`config.mk`:
```
export PLATFORM = sky130hd
export DESIGN_NAME = track_sensor_conditioner
export DESIGN_NICKNAME = d
export VERILOG_FILES = /design/src/rtl/track_sensor_conditioner.sv
export SDC_FILE = /design/constraint.sdc
export NUM_CORES = 1
export LEC_CHECK = 0
export ABC_AREA = 0
export CAP_MARGIN = 25
export CORE_AREA = 3 3 80 82
export DETAILED_ROUTE_END_ITERATION = 8
export DIE_AREA = 0 0 83 85
export PLACE_DENSITY = 0.65
export SYNTH_ARGS = -nofsm -noshare
export SYNTH_HDL_FRONTEND = slang
export SYNTH_SLANG_ARGS = --single-unit
```
`constraint.sdc`:
```
create_clock -name Clock -period 1.8 [get_ports Clock]
set_input_delay 0.27 -clock Clock [delete_from_list [all_inputs] [get_ports Clock]]
set_output_delay 0.27 -clock Clock [all_outputs]
set_load 0.01 [all_outputs]
```
`src/rtl/track_sensor_conditioner.sv`:
```
// track_sensor_conditioner
// Front end for the train-control sequencer. Each of the four raw track-sensor
// contacts is brought into the Clock domain through two flops and then debounced.
// The block drives the clean SR[4:1] levels, a one-cycle pulse on each 0->1
// transition, and a latched stuck-sensor fault for each bit.
// All bits are handled independently. There is no cross-coupling between sensors.

module track_sensor_conditioner #(
    parameter int DEBOUNCE_CYCLES = 4,     // agreeing synced samples needed to move SR
    parameter int CNT_W           = 3,     // must hold DEBOUNCE_CYCLES-1
    parameter int STUCK_CYCLES    = 1000,  // cycles of SR=1 before STUCK sets
    parameter int STUCK_W         = 10     // must hold STUCK_CYCLES-1
) (
    input  logic        Clock,
    input  logic        RESET,
    input  logic [4:1]  RAW_SR,
    input  logic        CLR_STUCK,
    output logic [4:1]  SR,
    output logic [4:1]  SR_RISE,
    output logic [4:1]  STUCK,
    output logic        FAULT
);

    localparam logic [CNT_W-1:0]   CNT_MAX  = CNT_W'(DEBOUNCE_CYCLES - 1);
    localparam logic [STUCK_W-1:0] SCNT_MAX = STUCK_W'(STUCK_CYCLES - 1);

    // Synchroniser stages. Only s2 is used past this point.
    logic [4:1] s1;
    logic [4:1] s2;

    // Per-bit debounce and stuck-watchdog counters.
    logic [4:1][CNT_W-1:0]   cnt;
    logic [4:1][STUCK_W-1:0] scnt;

    // Next-state values.
    logic [4:1]              sr_next;
    logic [4:1]              rise_next;
    logic [4:1][CNT_W-1:0]   cnt_next;
    logic [4:1]              stuck_next;
    logic [4:1][STUCK_W-1:0] scnt_next;
    logic                    fault_next;

    // Debounce: SR moves only after DEBOUNCE_CYCLES consecutive disagreeing samples.
    // Any agreeing sample restarts the count.
    always_comb begin
        sr_next  = SR;
        cnt_next = cnt;
        for (int i = 1; i <= 4; i++) begin
            if (s2[i] == SR[i]) begin
                cnt_next[i] = '0;
            end else if (cnt[i] == CNT_MAX) begin
                sr_next[i]  = s2[i];
                cnt_next[i] = '0;
            end else begin
                cnt_next[i] = cnt[i] + CNT_W'(1);
            end
        end
        rise_next = sr_next & ~SR;
    end

    // Stuck watchdog: count cycles with SR high and saturate at the terminal value.
    // A clear request beats a same-edge set.
    always_comb begin
        stuck_next = STUCK;
        scnt_next  = scnt;
        for (int i = 1; i <= 4; i++) begin
            if (CLR_STUCK) begin
                stuck_next[i] = 1'b0;
                scnt_next[i]  = '0;
            end else if (!SR[i]) begin
                scnt_next[i]  = '0;
            end else if (scnt[i] == SCNT_MAX) begin
                stuck_next[i] = 1'b1;
            end else begin
                scnt_next[i]  = scnt[i] + STUCK_W'(1);
            end
        end
        fault_next = |stuck_next;
    end

    // State register with synchronous reset. Reset wins over everything and drops
    // any debounce that is in progress.
    always_ff @(posedge Clock) begin
        if (RESET) begin
            s1      <= '0;
            s2      <= '0;
            cnt     <= '0;
            scnt    <= '0;
            SR      <= '0;
            SR_RISE <= '0;
            STUCK   <= '0;
            FAULT   <= 1'b0;
        end else begin
            s1      <= RAW_SR;
            s2      <= s1;
            cnt     <= cnt_next;
            scnt    <= scnt_next;
            SR      <= sr_next;
            SR_RISE <= rise_next;
            STUCK   <= stuck_next;
            FAULT   <= fault_next;
        end
    end

endmodule
```
==> summary.txt, run 1 <==
Layout
  – Layout area overhead: 18.4%
  – Final core occ: 58.3%
  – Nets: between 300 and 400
  – Fraction of layout cells with a size suffix above 1: 9.73%
  – Number of diodes: 0

Logic synthesis
  – Post-synth top area share: between 50% and 60%
  – Post-Syn Instances: around 300
  – Register area share after synthesis: 51.0%
  – Net Count, Synth: between 300 and 400
  – Post-synthesis average cell area: approximately 9.6 um^2
  – Post-Synth Adder-Cell Area: 5.24%
  – Synth area leaders: dfxtp_1 51%, nor2_1 6.6%, xnor2_1 5.5%
  – Count of different cell masters after synthesis: 36
  – Mux share of post-synthesis cell area: 2.80%
  – Synthesized area: around 2900 um^2
  – Simple-gate share of the synthesized area: 25.4%
  – Yosys reg bits: between 70 and 80
  – Post-synthesis xor/xnor area fraction: a little under a tenth
  – Yosys top cell by area: dfxtp_1
  – Compound-Gate Fraction of Synth Area: between 4 and 5%
  – Largest family of logic cells by synthesized area: simple AND/OR/NAND/NOR gates
  – Yosys warning total: 0

Floorplanning
  – Chip height: around 85 um
  – Die width: about 83 um
  – Core region area: roughly 5800 um^2
  – Die ar.: 7060 um^2
  – Io pins: 20
  – Starting Density: a little under 50%
  – Site row count: 28

Route
  – Drt first-iter violations: 56
  – Wirelength per Cell: 11.3 um
  – 1st-pass router iterations: 4
  – Final WL: 4680 um
  – Via density: ~4.9
  – ANT nets after route: 0
  – Vias: between 2,000 and 2,500
  – DRC: 0

Timing
  – Relative slew slack: between 70% and 80%
  – Max-slew violation total from the final report: 0
  – Pin slew with the least headroom to its limit: slightly above 0.4 ns
  – Tcrit/Tclk final: 95.1%
  – Clock Skew: about 0.0063 ns
  – Final worst path period need: between 1.5 and 2 ns
  – RSZ-0062 raised after global routing: no
  – Final setup viols: 0
  – FMAX: 0.584 GHz
  – Hold Vio Cnt, Final: 0

Power and ir drop
  – Logic pwr share: 1.5%
  – P_int: 2.32 mW
  – Tot Pwr: 2.93 mW
  – PD cells: 865 nW/um^2
  – Sw frac: between 20 and 25%
  – Clk pwr share: ~43%
  – Leakage: between 1 and 1.5 nW
  – Sw Pwr: a little over 0.6 mW
  – Peak VDD IR: approximately 450 uV
  – Reg power frac: between 50 and 60%

Critical path
  – Crit path DAT: approximately 1.9 ns
  – Top delay family on crit path: simple AND/OR/NAND/NOR gates
  – CP peak stage delay: roughly 0.48 ns
  – Startpoint types: register
  – Worst path required time: around 2.0 ns
  – Slowest cell on crit path: or4_1
  – Crit path kind: reg -> reg
  – Worst Setup End Kind: register
  – Worst path depth: 5
  – CP max FO: 5
  – Worst reg-to-reg path cell count: 5
  – CP cell instances: ha_1 > nand4b_1 > nor4b_4 > a22o_1 > or4_1
  – Buffers and inverters on the worst path: 0

Global routing
  – Vias in the first global route: around 1,900
  – Initial antenna violation count: 0
  – Total GRT Usage: 14.7%
  – Global-route wire length before repair: roughly 8300 um
  – Total gr overflow: 0
  – Largest net degree at the start of global routing: 21

Place
  – PortBufs: 19
  – GPL Wtd Cong: between 0.7 and 0.8
  – Detailed placement HPWL: 3270 um

Worst hold path
  – Hold Path Class: reg -> reg
  – Hold Crit Depth: 1

Clock network
  – CTS H-tree lvls: 3
  – CTS root buffer: clkbuf_8
  – CTS buffer count: 9
  – Resized Gates After CTS: 0
  – Num Clock Sinks: 73
  – CTS max path bufs: 2
  – Cts hold-fix bufs: 0
  – Clock transition at the registers of the reported paths: 0.07 ns
  – CTS tree: yes
  – # Post-CTS Setup Buffers: 0
  – Clk Latency, worst-skew pair: ~0.34 ns

Outcome
  – Status: finished, final reports clean

Job
  – Max Cap Violations: 0
[worst paths after layout]
kind / start / end / slack (ns)
setup / recovery: scnt[30] / FAULT / 0.09
hold / removal: cnt[9] / cnt[9] / 0.42
setup reg to reg: scnt[30] / FAULT / 0.09
hold reg to reg: cnt[9] / cnt[9] / 0.42
[per-stage QoR]
step	hold slack, ns	setup TNS (ns)	setup slack [ns]	std cells	instance area, um^2
detailed placement	0.413	-0.132	-0.132	398	3190
global route	0.443	0	0.00727	414	3390
floorplan	0.398	0	0.222	299	2860
CTS	0.425	0	0.0825	414	3390
global placement	0.408	-0.104	-0.104	398	3190
finish	0.419	0	0.0876	414	3390
[cells in the mapped netlist]
| cell type | instances |
|---|---|
| a21oi_1 | 6 |
| a22o_1 | 3 |
| a31oi_1 | 1 |
| and2_1 | 3 |
| and2_2 | 1 |
| and3_1 | 2 |
| and4_1 | 1 |
| buf_2 | 1 |
| buf_4 | 1 |
| clkbuf_1 | 2 |
| dfxtp_1 | 73 |
| ha_1 | 12 |
| inv_1 | 11 |
| mux2i_1 | 8 |
| nand2_1 | 22 |
| nand2_2 | 2 |
| nand3_1 | 14 |
| nand3_2 | 1 |
| nand4_1 | 2 |
| nand4b_1 | 1 |
| nand4bb_1 | 2 |
| nor2_1 | 50 |
| nor2_2 | 1 |
| nor2b_1 | 8 |
| nor3_1 | 16 |
| nor3_2 | 2 |
| nor4_1 | 2 |
| nor4b_4 | 1 |
| o211ai_1 | 2 |
| o21ai_0 | 5 |
| o21ai_4 | 1 |
| or3_1 | 9 |
| or4_1 | 2 |
| or4b_1 | 1 |
| xnor2_1 | 18 |
| xor2_1 | 12 |
[placed cells by master, fill, tap and decap left out, drive strengths merged]
| master | instances |
|---|---|
| or3 | 9 |
| and4 | 1 |
| and3 | 2 |
| bufinv | 1 |
| ha | 12 |
| clkdlybuf4s50 | 19 |
| or4 | 2 |
| buf | 9 |
| nor4b | 1 |
| xnor2 | 18 |
| nand3 | 15 |
| xor2 | 12 |
| clkinv | 2 |
| inv | 11 |
| o211ai | 2 |
| nor2b | 8 |
| a31oi | 1 |
| nand4 | 2 |
| a21oi | 6 |
| nor2 | 51 |
| mux2i | 8 |
| nand2 | 24 |
| and2 | 4 |
| nor4 | 2 |
| dfxtp | 73 |
| o21ai | 6 |
| or4b | 1 |
| nand4b | 1 |
| clkinvlp | 2 |
| a22o | 3 |
| nor3 | 18 |
| nand4bb | 2 |
| clkbuf | 11 |
[logic make-up (layout without fill, tap and decap cells)]
group                      count (synthesis)  count (layout)
AOI/OAI and AO/OA                         18              18
and+or+nand+nor                          143             143
adders and majority gates                 12              12
buffers and inverters                     15              55
muxes                                      8               8
xor gates and xnor gates                  30              30
DFF                                       73              73
[metal layers]
metal	wire length [um]	up-vias	GRT usage (%)
li1	-	1078	-
met5	0	-	0
met2	1990	25	22.8
met4	111	0	8.47
met1	2410	902	18.2
met3	165	9	4.47
[layout make-up]
| cell class | count | area (um^2) |
|---|---|---|
| inverters | 11 | 41.3 |
| repair buffers | 28 | 258 |
| clock buffers | 11 | 141 |
| clock inverters | 5 | 55.1 |
| flip-flops and latches | 73 | 1460 |
| well taps | 75 | 93.8 |
| fillers | 523 | 2420 |
| multi-input cells | 211 | 1340 |
[power groups by stage]
stage | clock (mW) | sequential, mW | combinational, mW
2_1_floorplan | 0 | 1.67 | 0.0228
6_report | 1.26 | 1.63 | 0.0437
5_1_grt | 1.38 | 1.63 | 0.0492
3_5_place_dp | 0 | 1.67 | 0.0445
4_1_cts | 1.30 | 1.63 | 0.0449
3_3_place_gp | 0 | 1.67 | 0.0435
[state kept, by name, summed over array words and instances, names as in the netlist]
signal   cells
scnt        40
s1           4
FAULT        1
STUCK        4
s2           4
SR_RISE      4
cnt         12
SR           4
[worst register-to-register path, cell delays in order, from the launching register on]
cell and delay, ns:
dfxtp_1 0.36, ha_1 0.27, nand4b_1 0.16, nor4b_4 0.09, a22o_1 0.22, or4_1 0.48
No activity file was read; power rests on OpenSTA's default activity.
==> run 2: changes to the inputs <==
--- a/config.mk
+++ b/config.mk
@@ -8,6 +8,7 @@
 export ABC_AREA = 0
 export CAP_MARGIN = 25
 export CORE_AREA = 3 3 80 82
+export CTS_CLUSTER_SIZE = 24
 export DETAILED_ROUTE_END_ITERATION = 8
 export DIE_AREA = 0 0 83 85
 export PLACE_DENSITY = 0.65
==> results of run 2 <==
Final layout, timing and power as in run 1 (identical DEF).
